==> src/rtl/periph_pkg.sv <==
// Shared peripheral definitions: ALU op encodings, scheduler FSM states and datapath width.
package periph_pkg;

  localparam int ALU_W = 8;

  typedef enum logic [1:0] {
    OP_ADD = 2'b00,
    OP_SUB = 2'b01,
    OP_XOR = 2'b10,
    OP_AND = 2'b11
  } alu_op_e;

  typedef enum logic [1:0] {
    IDLE = 2'd0,
    EXEC = 2'd1,
    RESP = 2'd2
  } state_e;

endpackage

==> src/rtl/rr_pick.sv <==
// Combinational round-robin priority picker: grants the first set request bit
// at or above ptr, wrapping modulo NREQ.
module rr_pick #(
  parameter int NREQ = 4,
  parameter int IDW  = 2
) (
  input  logic [NREQ-1:0] req,
  input  logic [IDW-1:0]  ptr,
  output logic [NREQ-1:0] gnt_onehot,
  output logic [IDW-1:0]  gnt_idx,
  output logic            any
);

  logic [IDW:0]   sum;
  logic [IDW-1:0] idx;

  // Scan NREQ positions starting at ptr; the first pending request wins.
  always_comb begin
    // NOTE: every output and temporary gets a default before the loop so no latch is inferred.
    gnt_onehot = '0;
    gnt_idx    = '0;
    any        = 1'b0;
    sum        = '0;
    idx        = '0;
    for (int i = 0; i < NREQ; i++) begin
      sum = {1'b0, ptr} + (IDW+1)'(i);
      if (sum >= (IDW+1)'(NREQ)) sum = sum - (IDW+1)'(NREQ);
      idx = sum[IDW-1:0];
      if (!any && req[idx]) begin
        any             = 1'b1;
        gnt_onehot[idx] = 1'b1;
        gnt_idx         = idx;
      end
    end
  end

endmodule

==> src/rtl/alu_rr_scheduler.sv <==
// Shares one external combinational alu8 among NREQ requesters. Round-robin grant,
// registered ALU operands, one tagged result per operation on a valid/ready channel.
module alu_rr_scheduler
  import periph_pkg::*;
#(
  parameter int NREQ = 4,
  parameter int IDW  = 2
) (
  input  logic                  clk,
  input  logic                  rst_n,
  input  logic [NREQ-1:0]       req_valid,
  output logic [NREQ-1:0]       req_ready,
  input  logic [NREQ*ALU_W-1:0] req_a,
  input  logic [NREQ*ALU_W-1:0] req_b,
  input  logic [NREQ*2-1:0]     req_op,
  output logic [ALU_W-1:0]      alu_a,
  output logic [ALU_W-1:0]      alu_b,
  output logic [1:0]            alu_op,
  input  logic [ALU_W-1:0]      alu_y,
  output logic                  rsp_valid,
  input  logic                  rsp_ready,
  output logic [IDW-1:0]        rsp_id,
  output logic [ALU_W-1:0]      rsp_data,
  output logic                  busy,
  output logic [15:0]           op_count
);

  state_e           state_q;
  logic [IDW-1:0]   rr_ptr_q, rr_ptr_d;
  logic [ALU_W-1:0] alu_a_q, alu_b_q, rsp_data_q;
  logic [1:0]       alu_op_q;
  logic             rsp_valid_q;
  logic [IDW-1:0]   rsp_id_q;
  logic [15:0]      op_count_q;

  logic [NREQ-1:0]  gnt_onehot;
  logic [IDW-1:0]   gnt_idx;
  logic             gnt_any;

  rr_pick #(.NREQ(NREQ), .IDW(IDW)) u_pick (
    .req        (req_valid),
    .ptr        (rr_ptr_q),
    .gnt_onehot (gnt_onehot),
    .gnt_idx    (gnt_idx),
    .any        (gnt_any)
  );

  // Pointer moves to the requester just after the winner, wrapping at NREQ.
  always_comb begin
    rr_ptr_d = (gnt_idx == IDW'(NREQ-1)) ? '0 : gnt_idx + IDW'(1);
  end

  // Grants are only offered while idle.
  assign req_ready = (state_q == IDLE) ? gnt_onehot : '0;

  // Scheduler FSM with its operand, response and counter registers.
  always_ff @(posedge clk or negedge rst_n) begin
    // NOTE: sequential state uses non-blocking assignments; all registers here are flops, so each gets a reset value.
    if (!rst_n) begin
      state_q     <= IDLE;
      rr_ptr_q    <= '0;
      alu_a_q     <= '0;
      alu_b_q     <= '0;
      alu_op_q    <= '0;
      rsp_valid_q <= 1'b0;
      rsp_id_q    <= '0;
      rsp_data_q  <= '0;
      op_count_q  <= '0;
    end else begin
      case (state_q)
        IDLE: begin
          if (gnt_any) begin
            alu_a_q  <= req_a[gnt_idx*ALU_W +: ALU_W];
            alu_b_q  <= req_b[gnt_idx*ALU_W +: ALU_W];
            alu_op_q <= req_op[gnt_idx*2 +: 2];
            rsp_id_q <= gnt_idx;
            rr_ptr_q <= rr_ptr_d;
            state_q  <= EXEC;
          end
        end
        EXEC: begin
          rsp_data_q  <= alu_y;
          rsp_valid_q <= 1'b1;
          state_q     <= RESP;
        end
        RESP: begin
          if (rsp_ready) begin
            rsp_valid_q <= 1'b0;
            op_count_q  <= op_count_q + 16'd1;
            state_q     <= IDLE;
          end
        end
        default: state_q <= IDLE;
      endcase
    end
  end

  assign alu_a     = alu_a_q;
  assign alu_b     = alu_b_q;
  assign alu_op    = alu_op_q;
  assign rsp_valid = rsp_valid_q;
  assign rsp_id    = rsp_id_q;
  assign rsp_data  = rsp_data_q;
  assign busy      = (state_q != IDLE);
  assign op_count  = op_count_q;

endmodule

==> config.mk <==
export PLATFORM = sky130hd
export DESIGN_NAME = alu_rr_scheduler
export DESIGN_NICKNAME = d
export VERILOG_FILES = /design/src/rtl/periph_pkg.sv /design/src/rtl/rr_pick.sv /design/src/rtl/alu_rr_scheduler.sv
export SDC_FILE = /design/constraint.sdc
export NUM_CORES = 1
export LEC_CHECK = 0
export CELL_PAD_IN_SITES_DETAIL_PLACEMENT = 1
export CELL_PAD_IN_SITES_GLOBAL_PLACEMENT = 1
export CORE_AREA = 2 2 97 99
export CTS_CLUSTER_SIZE = 16
export DETAILED_ROUTE_END_ITERATION = 7
export DIE_AREA = 0 0 99 101
export PLACE_DENSITY = 0.83
export SETUP_SLACK_MARGIN = 0.2
export SYNTH_ARGS = -nofsm -noshare
export SYNTH_HDL_FRONTEND = slang
export SYNTH_HIERARCHICAL = 1
export SYNTH_SLANG_ARGS = --single-unit
==> constraint.sdc <==
create_clock -name clk -period 8.2 [get_ports clk]
set_input_delay 1.23 -clock clk [delete_from_list [all_inputs] [get_ports clk]]
set_output_delay 1.23 -clock clk [all_outputs]
set_load 0.03 [all_outputs]
* Yosys cells after proc, flatten, opt, wreduce, memory -nomap -nowiden *
Index checks and enable logic that the tools add are counted.
W data, S select, Z words.

cells by class
  order comparisons = 12
  equality and inequality tests = 5
  mux-type cells = 39
  shifts and indexed selects = 3
  $add $sub $neg = 9
  multiply operators = 0
  bitwise logic cells = 3
  reductions and logical operators = 17
  divide/modulo/power cells = 0

operators by type and width
  kind                     number
  $shiftx A32 B6 Y8        2
  $mux W2                  11
  $mux W4                  5
  $add A16 B1 Y16 const B  1
  $mux W1                  13
  $lt A2 B3 Y1 const B     4
  $or A4 B4 Y4             3
  $ge A3 B3 Y1 const B     3
  $bmux W1 S2              4
  $demux W1 S2             4
  $ge A2 B1 Y1 const B     4
  $reduce_and A2 Y1        4
  $shiftx A8 B4 Y2         1
  $sub A2 B1 Y2 const B    4
  $logic_and A1 B1 Y1      7
  $add A2 B2 Y3 const B    2
  $pmux W2 S3              1
  $eq A2 B2 Y1 const B     2
  $ne A2 B2 Y1 const B     2
  $reduce_bool A2 Y1       2
  $add A2 B1 Y3 const B    1
  $ge A2 B3 Y1 const B     1
  $logic_not A1 Y1         3
  $add A2 B1 Y2 const B    1
  other kinds (3)          3

storage, ports and cells
  input bits = 87
  memories kept = 0
  flip-flop bits (word level) = 49
  memory bits (writable) = 0
  bits in read-only memories = 0
  bits in latches = 0

* Depth between registers and ports, before layout *
Gate-level depths: netlist of run 1.

  word-level depth = 16
  mapped depth = 13
  gate-level depth less buffers = 9

* By module *
Netlist of run 1, hierarchy kept.

by module, submodules not included
  module            instances  cells an instance  area an instance (um2)  sequential area each (um2)
  alu_rr_scheduler  1          209                2,447.3                 1,226.2
  rr_pick           1          45                 419.2                   0.0

* Worst setup path after synthesis of run 1 *
OpenSTA, ideal clock, no wires.

  path type = input-to-output
  start = input req_valid[2]
  end = output req_ready[0]
  stages on the path = 6
  data arrival time = 2.626 ns
  required time = 6.970 ns
  path buffers = 1
  path slack = 4.344 ns
  cells stage by stage = mux4_2 buf_6 nor4b_4 a22oi_1 o21ai_0 and2_1

on the way
  cells in the longest elaborated chain, start to end = 13
  elaborated cells between the ends (all ways) = 25

RTL lines
  what                           line                    RTL
  start: declaration             alu_rr_scheduler.sv:11  input logic [NREQ-1:0] req_valid,
  $bmux W1 S2                    rr_pick.sv:29           if (!any && req[idx]) begin
  $mux W1 (implied by the code)  rr_pick.sv:29
  $mux W1                        rr_pick.sv:29
  $logic_not A1 Y1               rr_pick.sv:29
  $logic_and A1 B1 Y1            rr_pick.sv:29
  $mux W1                        rr_pick.sv:29
  $logic_not A1 Y1               rr_pick.sv:29
  $logic_and A1 B1 Y1            rr_pick.sv:29
  $mux W1                        rr_pick.sv:29
  $logic_not A1 Y1               rr_pick.sv:29
  $logic_and A1 B1 Y1            rr_pick.sv:29
  $mux W4 *                      rr_pick.sv:29
  net gnt_onehot[0]              alu_rr_scheduler.sv:36  logic [NREQ-1:0] gnt_onehot;
  $mux W4 *                      alu_rr_scheduler.sv:54  assign req_ready = (state_q == IDLE) ? gnt_onehot : '0;
  end: declaration               alu_rr_scheduler.sv:12  output logic [NREQ-1:0] req_ready,

Mark *: on every way through the listed nets, which the timed path passes. The rest lies on a longest branch. The select of a mux whose other input is x is not followed.

* Final worst setup path of run 1 *
  start = input req_valid[3]
  end = output req_ready[0]

Same word-level chain as after synthesis.

==> report_table.html, run 1 <==
<table>
<tr><th>Metric</th><th>Value</th></tr>
<tr><th colspan="2">Clock network</th></tr>
<tr><td>Clock input transition at the sequential cells of the worst setup and hold paths</td><td>0.09 ns</td></tr>
<tr><td>Total number of clock tree sinks</td><td>49</td></tr>
<tr><td>Clock buffers created by TritonCTS</td><td>5</td></tr>
<tr><td>Setup Fix Bufs, Post-CTS</td><td>0</td></tr>
<tr><td>H-tree levels</td><td>2</td></tr>
<tr><td>Clock tree root buffer cell</td><td>clkbuf_8</td></tr>
<tr><td>Clock tree from TritonCTS</td><td>done</td></tr>
<tr><td>CTS Hold Buffers Added</td><td>0</td></tr>
<tr><td>Maximum number of buffers from clock root to sink</td><td>2</td></tr>
<tr><td>Clock latency on the worst-skew pair</td><td>0.30 ns</td></tr>
<tr><td>Number of gates resized after CTS</td><td>0</td></tr>
<tr><th colspan="2">Power and ir drop</th></tr>
<tr><td>Max rail drop VDD</td><td>219 uV</td></tr>
<tr><td>Leakage</td><td>1.87 nW</td></tr>
<tr><td>Power Dens Cells</td><td>a little under 400 mW/mm2</td></tr>
<tr><th colspan="2">Yosys</th></tr>
<tr><td>Net Count, Synth</td><td>between 300 and 400</td></tr>
<tr><td>Ys flop type</td><td>dfrtp_1</td></tr>
<tr><td>Fraction of the yosys area taken by sequential cells</td><td>42.8%</td></tr>
<tr><td>Library cell occupying the most area in the post-synthesis netlist</td><td>dfrtp_1</td></tr>
<tr><td>FF+latch count, synth</td><td>49</td></tr>
<tr><td>Fraction of synthesis flops using an asynchronous set or reset pin</td><td>100%</td></tr>
<tr><td>Number of instances in the synthesized netlist</td><td>approximately 250</td></tr>
<tr><td>Top cells by area in the synthesized netlist</td><td>dfrtp_1, mux4_2, nand2_1</td></tr>
<tr><td>Cell Area, Synth</td><td>0.00287 mm2</td></tr>
<tr><td>Number of distinct library cells after synthesis</td><td>38</td></tr>
<tr><td>Fraction of synthesized cell area taken by the top area cell type</td><td>42.8%</td></tr>
<tr><td>Most repeated cell in the gate-level netlist after synthesis</td><td>nand2_1</td></tr>
<tr><td>Number of warnings printed during yosys synthesis</td><td>6</td></tr>
<tr><td>Cell types with the highest counts after synthesis</td><td>nand2_1, dfrtp_1, mux4_2</td></tr>
<tr><td>Synth Area per Inst</td><td>11.3 um2</td></tr>
<tr><td>Number of flops mapped to enable cells by yosys</td><td>0</td></tr>
<tr><th colspan="2">Place</th></tr>
<tr><td>Port-buffer cells</td><td>about 140</td></tr>
<tr><td>Detailed placement HPWL</td><td>6540 um</td></tr>
<tr><td>Final weighted congestion of routability-driven global placement</td><td>0.751</td></tr>
<tr><th colspan="2">Cells and area</th></tr>
<tr><td>Multi-input gate area in the final layout</td><td>0.00155 mm2</td></tr>
<tr><td>Proportion of layout cells with a drive suffix above 1</td><td>roughly 14%</td></tr>
<tr><td>Net count reported at finish</td><td>slightly below 500</td></tr>
<tr><td>Sequential Area</td><td>around 0.0012 mm2</td></tr>
<tr><td>Number of diodes</td><td>0</td></tr>
<tr><td>Post-layout utilization of the core</td><td>49.1%</td></tr>
<tr><td>Layout fillers</td><td>973</td></tr>
<tr><td>Area growth from synthesis to layout</td><td>53.8%</td></tr>
<tr><th colspan="2">Floorplan</th></tr>
<tr><td>Count of boundary I/O pins</td><td>137</td></tr>
<tr><td>Die extent in x</td><td>roughly 99 um</td></tr>
<tr><td>Vertical extent of the die</td><td>101 um</td></tr>
<tr><td>Starting density of the core</td><td>31.9%</td></tr>
<tr><td>Floorplan row count</td><td>35</td></tr>
<tr><td>Area of the die</td><td>about 0.010 mm2</td></tr>
<tr><td>Core footprint</td><td>0.00898 mm2</td></tr>
<tr><th colspan="2">Routing</th></tr>
<tr><td>DR pass1 iterations</td><td>4</td></tr>
<tr><td>Initial DRC Count</td><td>57</td></tr>
<tr><td>Vias after detailed routing</td><td>2492</td></tr>
<tr><td>Total Routed Length</td><td>about 8400 um</td></tr>
<tr><td>Number of DRC violations after detailed routing</td><td>0</td></tr>
<tr><td>Detail Route Antenna Nets</td><td>0</td></tr>
<tr><td>Routed vias/inst</td><td>4.99</td></tr>
<tr><td>Routed wirelength normalized by instance count</td><td>16.8 um</td></tr>
<tr><th colspan="2">Setup path</th></tr>
<tr><td>Max Fanout on Critical Path</td><td>13</td></tr>
<tr><td>WP data arrival</td><td>3.85 ns</td></tr>
<tr><td>CP Launch Type</td><td>input pin</td></tr>
<tr><td>Required @ worst endpoint</td><td>between 6 and 7 ns</td></tr>
<tr><td>Sort of element at the end of the critical path</td><td>output pin</td></tr>
<tr><td>Worst Path Class, Setup</td><td>input pin to output pin</td></tr>
<tr><th colspan="2">Outcome</th></tr>
<tr><td>Run status</td><td>finished clean</td></tr>
<tr><th colspan="2">STA</th></tr>
<tr><td>RSZ-0062 raised after global routing</td><td>no</td></tr>
<tr><td>Min Hold Slack</td><td>0.486 ns</td></tr>
<tr><td>Number of setup violations in the final report</td><td>0</td></tr>
<tr><td>Minimum clock period</td><td>5.08 ns</td></tr>
<tr><td>Achievable Freq</td><td>slightly below 0.2 GHz</td></tr>
<tr><td>Fin crit share</td><td>62.0%</td></tr>
<tr><td>Max Transition Viols Final</td><td>0</td></tr>
<tr><td>Final setup TNS</td><td>0 ns</td></tr>
<tr><td>Skew final</td><td>0.00391 ns</td></tr>
<tr><td>Number of failing hold endpoints at the final stage</td><td>0</td></tr>
<tr><td>Worst Tran Pin Value</td><td>1.03 ns</td></tr>
<tr><td>Relative slew slack</td><td>31.3%</td></tr>
<tr><th colspan="2">Job</th></tr>
<tr><td>MaxCap Viol Count</td><td>0</td></tr>
<tr><th colspan="2">Global routing</th></tr>
<tr><td>Global route hottest layer</td><td>met2</td></tr>
<tr><td>GR Util met3</td><td>5.48%</td></tr>
<tr><td>Wire length of the first global-routing pass</td><td>about 14000 um</td></tr>
<tr><td>GR Util met1</td><td>18.4%</td></tr>
<tr><td>GR Util All Layers</td><td>17.0%</td></tr>
<tr><td>GR Util met2</td><td>32.4%</td></tr>
<tr><td>Initial antenna violation count</td><td>0</td></tr>
<tr><td>Via count of the first global-routing pass</td><td>2769</td></tr>
<tr><td>Maximum number of pins on one net before global-route repair</td><td>50</td></tr>
<tr><td>Overflow after GRT</td><td>0</td></tr>
<tr><th colspan="2">Hold path</th></tr>
<tr><td>Path class of the lowest-slack min-delay path</td><td>flop to flop</td></tr>
</table>
==> where the power goes <==
group          leakage (nW)  internal (mW)  switching (mW)
sequential            0.615          0.340          0.0832
clock                0.0374         0.0603          0.0846
combinational          1.22          0.533           0.614
==> critical path, stage by stage <==
cell and delay [ns]:
clkdlybuf4s50_1 0.48, mux4_2 0.67, nor4b_4 0.44, a22oi_1 0.11
o21ai_0 0.11, and2_1 0.16, clkdlybuf4s50_1 0.66
==> worst paths after layout <==
kind,from,endpoint,slack (ns),cells after the start
worst min register to register,alu_b[3],alu_b[3],0.49,2
max in group asynchronous,rst_n,alu_b[7],6.73,2
worst max register to register,rr_ptr_q[0],alu_a[6],4.40,9
worst min-delay path,alu_b[3],alu_b[3],0.49,2
min in group asynchronous,rst_n,op_count[5],1.03,2
worst max-delay path,req_valid[3],req_ready[0],3.12,7
==> registers in the layout (all words and copies together) (netlist names) <==
signal / cells
rsp_id: 2
rsp_data: 8
rsp_valid: 1
state_q: 2
alu_b: 8
rr_ptr_q: 2
op_count: 16
alu_op: 2
alu_a: 8
==> layer usage <==
metal	vias up	wire, um
met5	-	0
met4	0	92
met1	1235	3010
li1	1158	-
met2	92	4650
met3	7	630
==> cell usage in the layout, fill, tap and decap left out, drive strengths merged, types with 2 or more instances in the layout <==
| master | count |
|---|---|
| ha | 7 |
| inv | 9 |
| nor3 | 4 |
| and2b | 3 |
| xnor2 | 5 |
| mux2 | 11 |
| nand4 | 3 |
| dfrtp | 49 |
| clkbuf | 6 |
| nor3b | 2 |
| clkinvlp | 2 |
| clkdlybuf4s50 | 135 |
| nand3 | 2 |
| o21ai | 6 |
| nand2 | 72 |
| xor2 | 10 |
| and3 | 2 |
| mux4 | 22 |
| a21oi | 2 |
| buf | 3 |
| a22oi | 8 |
| nor2 | 7 |
| and2 | 5 |
| o31ai | 2 |
==> kinds of logic (layout without fill, tap and decap cells) <==
| family | after synthesis | after routing | share of synthesized area (%) |
|---|---|---|---|
| adder cells (fa/ha/maj) | 7 | 7 | 3.06 |
| flip-flops | 49 | 49 | 42.8 |
| AND/OR/NAND/NOR | 107 | 107 | 18.8 |
| AO/OA/AOI/OAI | 21 | 21 | 4.93 |
| multiplexers | 34 | 34 | 22.2 |
| XOR/XNOR | 15 | 15 | 4.58 |
| buffers and inverters | 21 | 155 | 3.62 |
==> metrics by stage <==
stage | std cells | worst slack [ns] | cell area, um2 | power [mW]
after floorplan | 254 | 4.34 | 2870 | 1.22
after global placement | 491 | 3.26 | 4320 | 1.55
after detailed placement | 491 | 3.11 | 4320 | 1.59
after CTS | 499 | 3.11 | 4410 | 1.75
after global routing | 499 | 3.00 | 4410 | 1.86
final | 499 | 3.12 | 4410 | 1.72
==> layout make-up <==
cell class                 instances  share of cell area (%)
inverter                           9                   0.766
clock inverter                     2                   0.341
multi-input combinational        184                    35.2
tap                              111                    3.15
timing repair buffer             138                    31.1
sequential                        49                    27.8
clock buffer                       6                    1.65
Note: power is estimated with default switching activity, not from simulation.
==> run 2: changes to the inputs <==
Settings changed: CORE_AREA 2 2 97 99 to 2 2 100 102, DIE_AREA 0 0 99 101 to 0 0 102 104, PLACE_DENSITY 0.83 to 0.79.
Clock period 8.2 ns to 5.3 ns, I/O delays scaled along.
==> run 2 against run 1 <==
  * Critical path type is now flop to output pin
  * Final area rose by 1.9%
  * Clock power grew 120%
  * Global-route usage decreased by 1.3 points
  * Highest routed layer unchanged
  * First-iteration DRC count increased by 37%
  * Setup slack got worse by 2.0 ns
==> report_table.html, run 2 (synthesis results as in run 1) <==
<table>
<tr><th>Metric</th><th>Value</th></tr>
<tr><th colspan="2">Setup path</th></tr>
<tr><td>Required @ worst endpoint</td><td>4.51 ns (-2.46 ns)</td></tr>
<tr><td>CP Launch Type</td><td>flop</td></tr>
<tr><td>Crit path cell chain</td><td>inv_1, ha_1, mux4_2, nor4b_4, a22oi_1, o21ai_0, and2_1, clkdlybuf4s50_1</td></tr>
<tr><td>WP data arrival</td><td>3.43 ns (-0.42 ns)</td></tr>
<tr><td>Sort of element at the end of the critical path</td><td>output pin</td></tr>
<tr><td>Max stage delay on crit path</td><td>0.73 ns (+0.06 ns)</td></tr>
<tr><td>Max Fanout on Critical Path</td><td>14 (+1)</td></tr>
<tr><td>Master of the slowest instance on the critical path</td><td>dfrtp_1</td></tr>
<tr><td>Worst Path Class, Setup</td><td>flop to output pin</td></tr>
<tr><td>Depth of the worst register-to-register path</td><td>8 (-1)</td></tr>
<tr><th colspan="2">Clock network</th></tr>
<tr><td>Clock tree from TritonCTS</td><td>done</td></tr>
<tr><td>Clock input transition at the sequential cells of the worst setup and hold paths</td><td>0.10 ns (about the same)</td></tr>
<tr><td>Clock tree root buffer cell</td><td>clkbuf_8</td></tr>
<tr><td>Setup Fix Bufs, Post-CTS</td><td>0 (unchanged)</td></tr>
<tr><td>Maximum number of buffers from clock root to sink</td><td>2 (unchanged)</td></tr>
<tr><td>CTS Hold Buffers Added</td><td>0 (unchanged)</td></tr>
<tr><td>H-tree levels</td><td>2 (unchanged)</td></tr>
<tr><td>Total number of clock tree sinks</td><td>49 (unchanged)</td></tr>
<tr><td>Clock buffers created by TritonCTS</td><td>5 (unchanged)</td></tr>
<tr><td>Clock latency on the worst-skew pair</td><td>0.30 ns (about the same)</td></tr>
<tr><td>Number of gates resized after CTS</td><td>0 (unchanged)</td></tr>
<tr><th colspan="2">Routing</th></tr>
<tr><td>Vias after detailed routing</td><td>2453 (-1.6%)</td></tr>
<tr><td>Routed vias/inst</td><td>4.70 (-5.9%)</td></tr>
<tr><td>Number of DRC violations after detailed routing</td><td>0 (unchanged)</td></tr>
<tr><td>DR pass1 iterations</td><td>4 (unchanged)</td></tr>
<tr><td>Detail Route Antenna Nets</td><td>0 (unchanged)</td></tr>
<tr><td>Initial DRC Count</td><td>78 (+37%)</td></tr>
<tr><td>Total Routed Length</td><td>7950 um (-5.1%)</td></tr>
<tr><td>Routed wirelength normalized by instance count</td><td>15.2 um (-9.3%)</td></tr>
<tr><th colspan="2">STA</th></tr>
<tr><td>Skew final</td><td>0.00775 ns (+0.00384 ns)</td></tr>
<tr><td>Relative slew slack</td><td>32.0% (+0.71 points)</td></tr>
<tr><td>Fin crit share</td><td>79.8%</td></tr>
<tr><td>Worst Tran Pin Value</td><td>1.02 ns (-0.0106 ns)</td></tr>
<tr><td>Max Transition Viols Final</td><td>0 (unchanged)</td></tr>
<tr><td>Final setup TNS</td><td>0 ns (unchanged)</td></tr>
<tr><td>Achievable Freq</td><td>between 0.2 and 0.25 GHz</td></tr>
<tr><td>Number of failing hold endpoints at the final stage</td><td>0 (unchanged)</td></tr>
<tr><td>Final worst-path setup slack</td><td>1.07 ns (-2.05 ns)</td></tr>
<tr><td>Minimum clock period</td><td>4.23 ns</td></tr>
<tr><td>Min Hold Slack</td><td>0.475 ns (-0.0108 ns)</td></tr>
<tr><td>RSZ-0062 raised after global routing</td><td>no</td></tr>
<tr><td>Number of setup violations in the final report</td><td>0 (unchanged)</td></tr>
<tr><th colspan="2">Place</th></tr>
<tr><td>Instance area at placement</td><td>0.00436 mm2 (+0.81%)</td></tr>
<tr><td>Number of instances in the placed design</td><td>514 (+4.7%)</td></tr>
<tr><td>Detailed placement HPWL</td><td>6170 um (-5.6%)</td></tr>
<tr><td>Port-buffer cells</td><td>136 (unchanged)</td></tr>
<tr><td>Final weighted congestion of routability-driven global placement</td><td>0.795 (+5.8%)</td></tr>
<tr><td>Worst setup slack after placement</td><td>1.08 ns (-2.02 ns)</td></tr>
<tr><th colspan="2">Floorplan</th></tr>
<tr><td>Die extent in x</td><td>102 um (+3.0%)</td></tr>
<tr><td>Area of the die</td><td>0.0106 mm2 (+6.1%)</td></tr>
<tr><td>Vertical extent of the die</td><td>104 um (+3.0%)</td></tr>
<tr><td>Core footprint</td><td>0.00955 mm2 (+6.4%)</td></tr>
<tr><td>Floorplan row count</td><td>36 (+2.9%)</td></tr>
<tr><td>Count of boundary I/O pins</td><td>137 (unchanged)</td></tr>
<tr><td>Starting density of the core</td><td>30.0% (-1.9 points)</td></tr>
<tr><th colspan="2">Global routing</th></tr>
<tr><td>Initial antenna violation count</td><td>0 (unchanged)</td></tr>
<tr><td>Wire length of the first global-routing pass</td><td>13200 um (-2.9%)</td></tr>
<tr><td>GR Util All Layers</td><td>15.7% (-1.3 points)</td></tr>
<tr><td>Maximum number of pins on one net before global-route repair</td><td>50 (unchanged)</td></tr>
<tr><td>Via count of the first global-routing pass</td><td>2649 (-4.3%)</td></tr>
<tr><td>Overflow after GRT</td><td>0 (unchanged)</td></tr>
<tr><th colspan="2">Hold path</th></tr>
<tr><td>Path class of the lowest-slack min-delay path</td><td>flop to flop</td></tr>
<tr><td>Cell depth of the worst hold path</td><td>1 (-1)</td></tr>
<tr><th colspan="2">Job</th></tr>
<tr><td>MaxCap Viol Count</td><td>0 (unchanged)</td></tr>
<tr><th colspan="2">Cells and area</th></tr>
<tr><td>Top library cells by usage in the layout, fill and taps aside</td><td>clkdlybuf4s50_1, nand2_1, dfrtp_1, mux4_2, mux2_2</td></tr>
<tr><td>Proportion of layout cells with a drive suffix above 1</td><td>14.7% (+0.48 points)</td></tr>
<tr><td>Number of flip-flops in the largest register</td><td>16 (unchanged)</td></tr>
<tr><td>Cell area after layout</td><td>0.00449 mm2 (+1.9%)</td></tr>
<tr><td>Area growth from synthesis to layout</td><td>56.7%</td></tr>
<tr><td>Net count reported at finish</td><td>482 (+0.21%)</td></tr>
<tr><td>Most common library cell in the layout ignoring fill and taps</td><td>clkdlybuf4s50_1</td></tr>
<tr><td>Number of diodes</td><td>0 (unchanged)</td></tr>
<tr><td>Final Instance Count excl. Fillers</td><td>522 (+4.6%)</td></tr>
<tr><td>Layout fillers</td><td>1041 (+7.0%)</td></tr>
<tr><th colspan="2">Power and ir drop</th></tr>
<tr><td>Power Dens Cells</td><td>611 mW/mm2 (+57%)</td></tr>
<tr><td>Leakage</td><td>1.91 nW (+1.9%)</td></tr>
<tr><td>Max rail drop VDD</td><td>216 uV (-1.2%)</td></tr>
<tr><th colspan="2">Outcome</th></tr>
<tr><td>Run status</td><td>finished clean</td></tr>
</table>
## run 2: critical path: cells and delay by family (launching register included)
family / cells / cell delay, ns
buffers and inverters: 2 / 0.81
DFF: 1 / 0.73
adders and majority gates: 1 / 0.39
AOI/OAI and AO/OA: 2 / 0.21
and+or+nand+nor: 2 / 0.56
muxes: 1 / 0.44
## run 2: worst paths after layout
check	from	end	slack (ns)
min in group asynchronous	rst_n	op_count[5]	0.60
max in group asynchronous	rst_n	rr_ptr_q[0]	4.27
hold / removal	op_count[15]	op_count[15]	0.47
hold reg to reg	op_count[15]	op_count[15]	0.47
setup / recovery	rr_ptr_q[0]	req_ready[0]	1.07
setup reg to reg	rr_ptr_q[0]	alu_b[1]	1.69
## run 2: through the flow
step | utilization, % | total power, mW
final | 47.1 | 2.75
after CTS | 47.1 | 2.80
after detailed placement | 45.6 | 2.47
after global routing | 47.1 | 2.96
after floorplan | - | 1.88
after global placement | 45.6 | 2.42
## run 2: where the power goes
| group | switching (mW) | internal [mW] | leakage (nW) | total, mW |
|---|---|---|---|---|
| logic | 0.939 | 0.831 | 1.22 | 1.77 |
| registers | 0.131 | 0.525 | 0.615 | 0.656 |
| clock network | 0.129 | 0.190 | 0.0687 | 0.319 |
| total | 1.20 | 1.55 | 1.91 | 2.75 |
## run 2: per-layer routing
layer / GRT usage, % / share of wire [%] / up-vias
met3: 5.38 / 8.2 / 2
li1: - / - / 1165
met2: 28.7 / 53 / 96
met4: 3.14 / 0.48 / 0
met1: 17.3 / 38 / 1190
met5: 0 / 0 / -
## run 2: cell type report
type	count	area, um2	area share (%)
clock inverter	3	68.8	1.53
tap	133	166	3.70
timing repair buffer	139	1380	30.7
sequential	49	1230	27.3
clock buffer	5	68.8	1.53
inverter	9	33.8	0.752
multi-input combinational	184	1550	34.5
